File: src/rtl/alu_ex_stage.sv
// Execute stage: operand forwarding, ALU and EX/MEM register; 1-cycle latency; stall holds, flush (wins over stall) loads a bubble.
// Optional ALU_OVF_EN adds ex_mem_ovf and a saturating ovf_count; overflow then suppresses reg_write.
module alu_ex_stage #(
  parameter int WIDTH      = 32,
  parameter int REG_ADDR_W = 5
) (
  input  logic                  clk,
  input  logic                  rst,
  input  logic                  stall,
  input  logic                  flush,
  input  logic                  in_valid,
  input  logic [2:0]            alu_control,
  input  logic [WIDTH-1:0]      rs_data,
  input  logic [WIDTH-1:0]      rt_data,
  input  logic [WIDTH-1:0]      imm,
  input  logic                  alu_src,
  input  logic [1:0]            fwd_a,
  input  logic [1:0]            fwd_b,
  input  logic [WIDTH-1:0]      ex_mem_fwd,
  input  logic [WIDTH-1:0]      mem_wb_fwd,
  input  logic [REG_ADDR_W-1:0] dest_in,
  input  logic                  reg_write_in,
  input  logic                  mem_read_in,
  input  logic                  mem_write_in,
  output logic                  ex_mem_valid,
  output logic [WIDTH-1:0]      ex_mem_result,
  output logic [WIDTH-1:0]      ex_mem_store,
  output logic [REG_ADDR_W-1:0] ex_mem_dest,
  output logic                  ex_mem_zero,
  output logic                  ex_mem_reg_write,
  output logic                  ex_mem_mem_read,
  output logic                  ex_mem_mem_write
`ifdef ALU_OVF_EN
  ,
  output logic                  ex_mem_ovf,
  output logic [7:0]            ovf_count
`endif
);

  localparam logic [2:0] OP_ADD = 3'b000;
  localparam logic [2:0] OP_SUB = 3'b001;
  localparam logic [2:0] OP_AND = 3'b010;
  localparam logic [2:0] OP_OR  = 3'b011;
  localparam logic [2:0] OP_NOT = 3'b100;

  localparam logic [1:0] FWD_EX_MEM = 2'b01;
  localparam logic [1:0] FWD_MEM_WB = 2'b10;

  typedef struct packed {
    logic                  valid;
    logic [WIDTH-1:0]      result;
    logic [WIDTH-1:0]      store;
    logic [REG_ADDR_W-1:0] dest;
    logic                  zero;
    logic                  reg_write;
    logic                  mem_read;
    logic                  mem_write;
  } ex_mem_t;

  logic [WIDTH-1:0] op_a;
  logic [WIDTH-1:0] rt_fwd;
  logic [WIDTH-1:0] op_b;
  logic [WIDTH-1:0] sum;
  logic [WIDTH-1:0] diff;
  logic [WIDTH-1:0] alu_result;
  logic             is_nop;
  logic             load_en;
  ex_mem_t          ex_mem_d;
  ex_mem_t          ex_mem_q;

  // Forwarding muxes; code 11 falls back to the register file like 00.
  always_comb begin
    op_a = rs_data;
    case (fwd_a)
      FWD_EX_MEM: op_a = ex_mem_fwd;
      FWD_MEM_WB: op_a = mem_wb_fwd;
      default:    op_a = rs_data;
    endcase
  end

  always_comb begin
    rt_fwd = rt_data;
    case (fwd_b)
      FWD_EX_MEM: rt_fwd = ex_mem_fwd;
      FWD_MEM_WB: rt_fwd = mem_wb_fwd;
      default:    rt_fwd = rt_data;
    endcase
  end

  assign op_b = alu_src ? imm : rt_fwd;
  assign sum  = op_a + op_b;
  assign diff = op_a - op_b;

  always_comb begin
    alu_result = '0;
    case (alu_control)
      OP_ADD:  alu_result = sum;
      OP_SUB:  alu_result = diff;
      OP_AND:  alu_result = op_a & op_b;
      OP_OR:   alu_result = op_a | op_b;
      OP_NOT:  alu_result = ~op_a;
      default: alu_result = '0;
    endcase
  end

  assign is_nop = (alu_control > OP_NOT);

`ifdef ALU_OVF_EN
  logic ovf;

  // Signed overflow: operands agree in sign (after negating B for sub) but the result does not.
  always_comb begin
    ovf = 1'b0;
    case (alu_control)
      OP_ADD:  ovf = (op_a[WIDTH-1] == op_b[WIDTH-1]) && (sum[WIDTH-1] != op_a[WIDTH-1]);
      OP_SUB:  ovf = (op_a[WIDTH-1] != op_b[WIDTH-1]) && (diff[WIDTH-1] != op_a[WIDTH-1]);
      default: ovf = 1'b0;
    endcase
  end
`endif

  always_comb begin
    ex_mem_d           = '0;
    ex_mem_d.valid     = 1'b1;
    ex_mem_d.result    = alu_result;
    ex_mem_d.store     = rt_fwd;
    ex_mem_d.dest      = dest_in;
    ex_mem_d.zero      = (alu_result == '0);
    ex_mem_d.reg_write = reg_write_in && !is_nop;
    ex_mem_d.mem_read  = mem_read_in && !is_nop;
    ex_mem_d.mem_write = mem_write_in && !is_nop;
`ifdef ALU_OVF_EN
    if (ovf) begin
      ex_mem_d.reg_write = 1'b0;
    end
`endif
  end

  // A real instruction is captured only when neither flushed nor stalled.
  assign load_en = !flush && !stall && in_valid;

  always_ff @(posedge clk or posedge rst) begin
    if (rst) begin
      ex_mem_q <= '0;
    end else if (flush) begin
      ex_mem_q <= '0;
    end else if (!stall) begin
      if (in_valid) begin
        ex_mem_q <= ex_mem_d;
      end else begin
        ex_mem_q <= '0;
      end
    end
  end

`ifdef ALU_OVF_EN
  logic ovf_q;

  always_ff @(posedge clk or posedge rst) begin
    if (rst) begin
      ovf_q <= 1'b0;
    end else if (flush) begin
      ovf_q <= 1'b0;
    end else if (!stall) begin
      ovf_q <= in_valid && ovf;
    end
  end

  always_ff @(posedge clk or posedge rst) begin
    if (rst) begin
      ovf_count <= 8'd0;
    end else if (load_en && ovf && (ovf_count != 8'hFF)) begin
      ovf_count <= ovf_count + 8'd1;
    end
  end

  assign ex_mem_ovf = ovf_q;
`endif

  assign ex_mem_valid     = ex_mem_q.valid;
  assign ex_mem_result    = ex_mem_q.result;
  assign ex_mem_store     = ex_mem_q.store;
  assign ex_mem_dest      = ex_mem_q.dest;
  assign ex_mem_zero      = ex_mem_q.zero;
  assign ex_mem_reg_write = ex_mem_q.reg_write;
  assign ex_mem_mem_read  = ex_mem_q.mem_read;
  assign ex_mem_mem_write = ex_mem_q.mem_write;

endmodule

File: config.mk
export PLATFORM = sky130hd
export DESIGN_NAME = alu_ex_stage
export DESIGN_NICKNAME = d
export VERILOG_FILES = /design/src/rtl/alu_ex_stage.sv
export SDC_FILE = /design/constraint.sdc
export NUM_CORES = 1
export LEC_CHECK = 0
export CAP_MARGIN = 25
export CELL_PAD_IN_SITES_DETAIL_PLACEMENT = 0
export CELL_PAD_IN_SITES_GLOBAL_PLACEMENT = 1
export CORE_ASPECT_RATIO = 0.7
export CORE_MARGIN = 2
export CORE_UTILIZATION = 37
export DETAILED_ROUTE_END_ITERATION = 6
export PLACE_DENSITY = 0.87
export RECOVER_POWER = 50
export SYNTH_ARGS = -nofsm -noshare
export SYNTH_HDL_FRONTEND = slang
export SYNTH_SLANG_ARGS = --single-unit
File: constraint.sdc
create_clock -name clk -period 5.9 [get_ports clk]
set_clock_uncertainty 0.2 [all_clocks]
set_input_delay 1.77 -clock clk [delete_from_list [all_inputs] [get_ports clk]]
set_output_delay 1.77 -clock clk [all_outputs]
set_load 0.005 [all_outputs]
## After elaboration in Yosys (flattened, before gate mapping)

Cells that the tools add are included.

| word-level totals | value |
|---|---|
| input port bits | 181 |
| word-level logic and storage cells | 36 |
| output and inout port bits | 74 |
| register bits | 74 |

| operators by class | value |
|---|---|
| add/subtract/negate cells | 2 |
| reduce and logical (&&, ||, !) cells | 6 |
| equality and inequality tests | 9 |
| $lt $le $gt $ge | 1 |
| muxes and demuxes | 7 |
| bitwise logic cells | 3 |

Operators by type and width:

| operator | number |
|---|---|
| $mux 74 | 3 |
| $pmux 32 s5 | 1 |
| $pmux 32 s2 | 2 |
| $add 32x32->32 | 1 |
| $and 32x32->32 | 1 |
| $logic_not 32->1 | 1 |
| $mux 32 | 1 |
| $not 32->32 | 1 |
| $or 32x32->32 | 1 |
| $sub 32x32->32 | 1 |
| $eq 3x2->1 const B | 2 |
| $eq 2x1->1 const B | 2 |
| $eq 2x2->1 const B | 2 |
| $eq 3x1->1 const B | 1 |
| $eq 3x3->1 const B | 1 |
| $gt 3x3->1 const B | 1 |
| $logic_and 1x1->1 | 3 |
| $logic_not 3->1 | 1 |
| $ne 2x1->1 const B | 1 |
| $logic_not 1->1 | 1 |

## Depth between registers and ports, before layout

Gate-level depths: netlist of the first run.

| depth | value |
|---|---|
| word-level depth | 9 |
| mapped depth | 27 |
| depth with buffers taken out | 23 |

## Worst setup path after synthesis of the first run

Ideal clock, no wire load.

| timing | value |
|---|---|
| path type | input-to-reg |
| from | input port fwd_b[0] |
| to | register ex_mem_q (netlist bit ex_mem_zero) |
| path slack | -1.431 ns |
| buffers on the path | 3 |
| stages on the path | 23 |
| arrival time | 7.039 ns |
| data required time | 5.608 ns |
| library setup time | 0.092 ns |
| cell sequence | inv_1 -> ha_1 -> buf_6 -> buf_6 -> a221oi_4 -> o221ai_1 -> o31a_1 -> or4_4 -> nand2b_1 -> or4_1 -> o21ai_0 -> xor2_1 -> ha_1 -> clkbuf_1 -> and3_1 -> a211o_1 -> a21oi_1 -> o21ai_1 -> and3_1 -> and3_1 -> or4_1 -> a211o_1 -> o31ai_2 |

| between the ends | value |
|---|---|
| cells in the longest elaborated chain, start to end | 9 |
| elaborated cells on any way between the ends | 13 |
| classes of those cells | 2 x add/sub; 2 x eq/ne; 6 x mux; 2 x bitwise; 1 x reduce/logical |

RTL lines:

| element | line | source |
|---|---|---|
| from (decl) | 18 | `input logic [1:0] fwd_b,` |
| $eq 2x2->1 / $eq 2x1->1 (equally long branches) | 83 | `case (fwd_b)` |
| $pmux 32 s2 * | 83 |  |
| $mux 32 * | 90 | `assign op_b = alu_src ? imm : rt_fwd;` |
| $sub 32x32->32 (tied with other cells) | 92 | `assign diff = op_a - op_b;` |
| $pmux 32 s5 * | 96 | `case (alu_control)` |
| $logic_not 32->1 * | 128 | `ex_mem_d.zero = (alu_result == '0);` |
| $mux 74 * | 148 | `if (in_valid) begin` |
| $mux 74 * | 147 | `end else if (!stall) begin` |
| $mux 74 * | 145 | `end else if (flush) begin` |
| to (signal assigned) | 149 | `ex_mem_q <= ex_mem_d;` |
| to (decl) | 69 | `ex_mem_t ex_mem_q;` |

Every way passes the cells marked *; elsewhere a longest branch is shown, timed or not. The select of a mux whose other input is x is not followed.
A chain may end at the register's enable or synchronous reset.

## Worst setup path in the final report of the first run

| timing | value |
|---|---|
| from | input port fwd_b[1] |
| to | register ex_mem_q (netlist bit ex_mem_zero) |

Same word-level chain as after synthesis.

==> results.py, run 1 <==
metrics = {
    "status": {
        "status": "complete, but fails checks",
        "violations": "capacitance limit, slew limit, setup timing",
    },
    "grt": {
        "grt_max_degree": 75,
        "grt.overflow.total": 0,
        "first_global_vias": 11415,
        "grt_pass1_wl_um": 61600,
        "grt.total_usage": 0.336,
        "antenna_found_initial": 1,
    },
    "floorplanning": {
        "die_h_um": 128,
        "coreArea_um2": 21700,
        "fp.dieW_um": 181,
        "io_pins": 255,
        "initial_utilization": 0.376,
        "dieArea_um2": 23300,
        "num_rows": 45,
    },
    "routing": {
        "ant_nets": 0,
        "wirelength_um": 40700,
        "drc_errors": 0,
        "route.vias.total": 11420,
        "firstDrtPassIters": 6,
        "vias_per_cell": 5.92,
        "wl_per_cell_um": 21.1,
        "drt_iter0_drc": 1117,
    },
    "final_layout": {
        "drive_gt1_frac": 0.348,
        "syn2layout_area_growth_pct": 84.4,
        "fin_util": 0.693,
        "fin_nets": 1868,
    },
    "clock_network": {
        "root_buffer": "clkbuf_16",
        "hold_buffers": 0,
        "cts.sinks": 74,
        "cts_buffers": 9,
        "clk-insertion-delay-late_ps": 350,
        "cts_tree": "yes",
        "cts_max_level": 3,
        "cts_buffer_depth": 2,
        "cts.clk_slew.worst_paths_ps": 80,
    },
    "logic_synthesis": {
        "syn_nets": 1296,
        "synth_seq_cells": 74,
        "synthDistinctLibCells": 78,
        "synth_top_cell_by_area": "dfrtp_1",
        "synth_cells": 1070,
        "synth_area_um2": 8150,
        "synth_top_area_frac": 0.227,
        "synth_ff_type": "dfrtp_1",
        "ys_seq_area_frac": 0.227,
        "syn_area_per_cell_um2": 7.62,
        "synth_enable_flop_cells": 0,
        "ys_async_sr_fraction": 1.00,
        "synthTopCellsByArea": "dfrtp_1, nand2_1, o21ai_0",
        "yosysWarnings": 0,
    },
    "timing": {
        "fin_ws_ps": -1180,
        "rsz0062_at_grt": "true",
        "relSlewSlack": -0.308,
        "setup_viol": 20,
        "max_freq_mhz": 141,
        "slew_violations": 38,
        "hold_viol": 0,
        "tightest_slew_ps": 1950,
        "fin_crit_ps": 7080,
        "tns_ps": -11440,
        "finalCritPeriodShare": 1.20,
    },
    "worst_setup_path": {
        "cpPeakStageDelay_ps": 540,
        "path_common_cell": "buf_4",
        "required_ps": 5960,
        "cp.arrival_ps": 7150,
        "setup.worst_path.end_class": "flop",
        "start_kind": "input pin",
        "slowest_stage": "or4_4",
        "cp_max_fo": 6,
        "path_class": "input pin to flop",
    },
    "place": {
        "dp_hpwl_um": 30200,
        "port_buffers": 254,
        "gp_congestion": 0.975,
    },
    "min_path": {
        "hold_path_class": "flop to flop",
    },
    "flow_run": {
        "drv_cap": 1,
    },
    "pwr": {
        "p_leak_nw": 6.69,
        "p_per_area_nw_per_um2": 214,
        "ir_drop_mv": 0.156,
    },
}
-- final timing paths --
kind	from	end	slack [ps]	cells after the start
worst max-delay path	fwd_b[1]	ex_mem_zero	-1180	30
worst min-delay path	ex_mem_result[13]	ex_mem_result[13]	280	1
worst max register to register	ex_mem_store[2]	ex_mem_store[2]	4940	1
worst min register to register	ex_mem_result[13]	ex_mem_result[13]	280	1
max in group asynchronous	rst	ex_mem_store[14]	1620	3
min in group asynchronous	rst	ex_mem_store[30]	2160	2
-- cell families (layout without fill, tap and decap cells) --
kind of cell    after synthesis  after routing  synth area share
compound gates              414            414             0.349
xor+xnor                     47             47            0.0505
fa+ha+maj                    73             73             0.104
buf+inv                     106            683            0.0540
flops                        74             74             0.227
mux                          10             10            0.0129
other cells                   0              1                 0
simple gates                346            346             0.202
-- per-stage QoR --
step	hold WS (ps)	setup WS [ps]	cells	area, um^2	total power [mW]
after global routing	301	-1320	1929	15000	3.37
after floorplan	270	-1020	1070	8290	1.36
after global placement	259	-1880	1857	13300	2.20
after CTS	281	-1150	1912	14400	3.02
final	280	-1180	1930	15000	3.22
after detailed placement	266	-1920	1857	13300	2.23
-- synth_stat cells, types with 5 or more instances --
library cell / instances
nand2b_1: 8
a22o_1: 28
a22oi_1: 36
a211oi_1: 6
a21oi_1: 63
maj3_1: 28
inv_1: 31
o21ai_1: 5
ha_1: 44
nand3_1: 15
o21ai_0: 119
clkbuf_1: 56
nor4_1: 10
buf_1: 7
nor2_1: 61
or3_1: 5
o221ai_1: 9
a221oi_1: 9
and2_1: 6
buf_2: 7
nand2_1: 162
o22ai_1: 6
o31ai_1: 29
nand4_1: 10
a221o_1: 16
xnor2_1: 20
xor2_1: 27
a21o_1: 7
nor3_1: 9
and3_1: 5
o21a_1: 14
o211ai_1: 14
dfrtp_1: 74
nor2b_1: 25
a31oi_1: 6
mux2i_1: 6
or4_1: 7
-- sequential cells by signal, summed over array words and instances (netlist names) --
signal,count
ex_mem_valid,1
ex_mem_zero,1
ex_mem_result,32
ex_mem_mem_write,1
ex_mem_mem_read,1
ex_mem_store,32
ex_mem_reg_write,1
ex_mem_dest,5
-- critical path, delay by kind of cell --
kind | cells | cell delay [ps]
xor+xnor | 1 | 120
fa+ha+maj | 2 | 610
simple gates | 9 | 1720
compound gates | 7 | 1440
buf+inv | 11 | 1460
-- cells in the final DEF (no fill, tap or decap), types with 14 or more instances in the layout --
master           count
nor2_1              53
nand2_1            159
a21oi_2             16
inv_1               29
o21a_1              14
maj3_1              28
a22o_1              28
buf_4              354
o21ai_1             22
dlygate4sd3_1       47
clkdlybuf4s50_1    203
dfrtp_1             74
o211ai_1            14
xor2_1              23
a221o_1             16
buf_6               23
ha_1                31
nor2b_1             18
a22oi_1             36
o31ai_1             21
o21ai_0             89
a21oi_1             41
-- repair_timing --
action / in CTS / in global routing
gates resized for setup: 126 / 93
setup endpoints to repair: 26 / 22
setup buffers: 39 / 20
pin swaps: 55 / 61
-- area by class of cell --
cell class	count	area [um^2]
multi-input combinational	890	6860
fill	1693	6650
timing repair buffer	636	5530
sequential	74	1850
tap	282	353
clock buffer	9	225
inverter	31	120
clock inverter	7	82.6
antenna	1	2.50
-- metal layers --
metal | vias up | global-route usage | wire length [um]
li1 | 5150 | - | -
met1 | 5470 | 0.425 | 16700
met2 | 650 | 0.577 | 18900
met3 | 150 | 0.0480 | 3100
met4 | 0 | 0.141 | 2010
met5 | - | 0 | 0
-- where the power goes --
part	internal (mW)	switching [mW]	total, mW
Sequential	0.531	0.0138	0.545
Clock	0.336	0.272	0.607
Combinational	1.07	0.995	2.07
Total	1.94	1.28	3.22
(Power assumes the default switching activity.)
==> run 2, diff against run 1 <==
CORE_MARGIN = 10   (was 2)
==> run 2 against run 1 <==
Against the previous run:
- the flow finishes with violations (DRC, capacitance limit, slew limit, setup timing)
- count of clock-buffer cells in the layout did not move
- total power fell by 1.8%
- wire length up 3.2%
- global-route usage is 5.1 points lower
- via count fell by 2.3%
- critical path type unchanged
- largest cell class unchanged
==> results.py, run 2 (synthesis results as in run 1) <==
metrics = {
    "flow_run": {
        "drv_cap": 1,
    },
    "grt": {
        "grt_max_degree": 75,
        "antenna_found_initial": 1,
        "grt.overflow.total": 0,
        "grt_pass1_wl_um": 63900,
        "first_global_vias": 11344,
        "grt.total_usage": 0.285,
    },
    "place": {
        "post-place-ws_ps": -1900,
        "gp_congestion": 0.986,
        "port_buffers": 254,
        "dp_hpwl_um": 32500,
    },
    "pwr": {
        "ir_drop_mv": 0.155,
        "p_per_area_nw_per_um2": 217,
        "p_leak_nw": 6.48,
    },
    "timing": {
        "fin_ws_ps": -1060,
        "setup_viol": 17,
        "fin_crit_ps": 6960,
        "slew_violations": 37,
        "hold_viol": 0,
        "tightest_slew_ps": 1730,
        "relSlewSlack": -0.157,
        "rsz0062_at_grt": "true",
        "max_freq_mhz": 144,
        "finalHoldWorstSlack_ps": 274,
        "finalCritPeriodShare": 1.18,
        "tns_ps": -9520,
    },
    "clock_network": {
        "cts_buffer_depth": 2,
        "root_buffer": "clkbuf_16",
        "cts.sinks": 74,
        "cts_max_level": 3,
        "cts.clk_slew.worst_paths_ps": 70,
        "hold_buffers": 0,
        "clk-insertion-delay-late_ps": 350,
        "cts_buffers": 9,
        "cts_tree": "yes",
    },
    "worst_setup_path": {
        "path_class": "input pin to flop",
        "r2r_end": "ex_mem_store[3]",
        "start_kind": "input pin",
        "reg2reg_from": "ex_mem_store[3]",
        "setup.worst_path.end_class": "flop",
        "cp_max_fo": 6,
        "r2r_slack_ps": 4910,
        "cp.arrival_ps": 7020,
        "required_ps": 5960,
        "r2r_cells": 1,
    },
    "final_layout": {
        "fill_cells": 1762,
        "multi_input_area_um2": 6610,
        "most-common-layout-cells": "buf_4, clkdlybuf4s50_1, nand2_1, o21ai_0, dfrtp_1",
        "fin_nets": 1842,
        "syn2layout_area_growth_pct": 78.9,
        "drive_gt1_frac": 0.317,
        "seqCellArea_um2": 1850,
        "layout_commonest_cell": "buf_4",
    },
    "floorplanning": {
        "coreArea_um2": 21700,
        "fp.dieW_um": 197,
        "die_h_um": 144,
        "io_pins": 255,
        "dieArea_um2": 28500,
        "num_rows": 45,
        "initial_utilization": 0.376,
    },
    "min_path": {
        "hold_path_class": "flop to flop",
        "whs_path_depth": 2,
        "hold_start": "ex_mem_valid",
        "min_to": "ex_mem_valid",
    },
    "routing": {
        "drc_errors": 13,
        "wirelength_um": 42000,
        "ant_nets": 0,
        "route.vias.total": 11162,
        "vias_per_cell": 5.86,
        "drt_iter0_drc": 1032,
        "wl_per_cell_um": 22.1,
        "firstDrtPassIters": 7,
    },
    "status": {
        "status": "complete, but fails checks",
        "violations": "DRC, capacitance limit, slew limit, setup timing",
    },
}
==> run 2: cell types whose count changed in the layout (fill, tap and decap cells not counted), moves of 4 or more <==
cell,delta
clkdlybuf4s50_1,+13
dlygate4sd3_1,-13
nor2b_2,-4
o21ai_0,+6
buf_4,-25
o21ai_1,-5
a21oi_4,-4
a21oi_1,+7
nor4_2,-4
==> run 2: per-layer routing <==
layer	global-route usage	part of all wire
met5	0	0
met4	0.100	0.036
met3	0.0627	0.086
met2	0.490	0.48
met1	0.345	0.40
==> run 2: final cells by class <==
| cell class | count | share of cell area |
|---|---|---|
| Antenna cell | 1 | 0.000172 |
| Clock buffer | 9 | 0.0154 |
| Clock inverter | 7 | 0.00738 |
| Inverter | 31 | 0.00824 |
| Multi-Input combinational cell | 890 | 0.453 |
| Sequential cell | 74 | 0.127 |
| Tap cell | 282 | 0.0242 |
| Timing Repair Buffer | 610 | 0.365 |
==> run 2: metrics by stage <==
step	instances	util	area (um^2)	power (mW)
floorplan	1070	-	8290	1.36
global placement	1856	0.613	13300	2.22
detailed placement	1856	0.613	13300	2.25
CTS	1889	0.645	14000	2.99
global route	1904	0.673	14600	3.33
finish	1904	0.673	14600	3.16
==> run 2: worst max-delay path, cell delays in order <==
cell and delay, ps:
buf_6 100, buf_6 110, ha_4 260, buf_8 140, a221oi_4 240, o221ai_2 150
o31a_1 310, or4_4 430, nand2b_4 170, or4_4 460, o31ai_4 220, xor2_2 200
buf_4 150, ha_4 200, a21oi_4 180, o21ai_4 100, mux2i_1 130, a31o_2 210
or3_4 340, nor3_2 190, nand4_1 150, nor4_1 250, buf_4 170, nand4_1 100
o31ai_2 260
==> run 2: worst max-delay path by stage <==
stage	from	to	cells after the start
finish	fwd_b[1]	ex_mem_zero	25
global route	fwd_b[1]	ex_mem_zero	24
CTS	fwd_b[1]	ex_mem_zero	25
detailed placement	fwd_b[0]	ex_mem_zero	23
global placement	fwd_b[1]	ex_mem_zero	23
floorplan	fwd_b[1]	ex_mem_zero	22
==> run 2: power breakdown <==
| part | leakage (nW) | internal, mW | switching (mW) | total [mW] |
|---|---|---|---|---|
| Sequential | 1.02 | 0.531 | 0.0135 | 0.544 |
| Combinational | 5.30 | 1.02 | 0.942 | 1.96 |
| Clock | 0.160 | 0.381 | 0.279 | 0.659 |
| Total | 6.48 | 1.93 | 1.23 | 3.16 |
==> run 2: repair_timing <==
action,4_1_cts,5_1_grt
setup endpoints to repair,27,25
resized for setup,66,115
pin swaps,36,74
buffers inserted,19,26
hold endpoints to repair,0,0
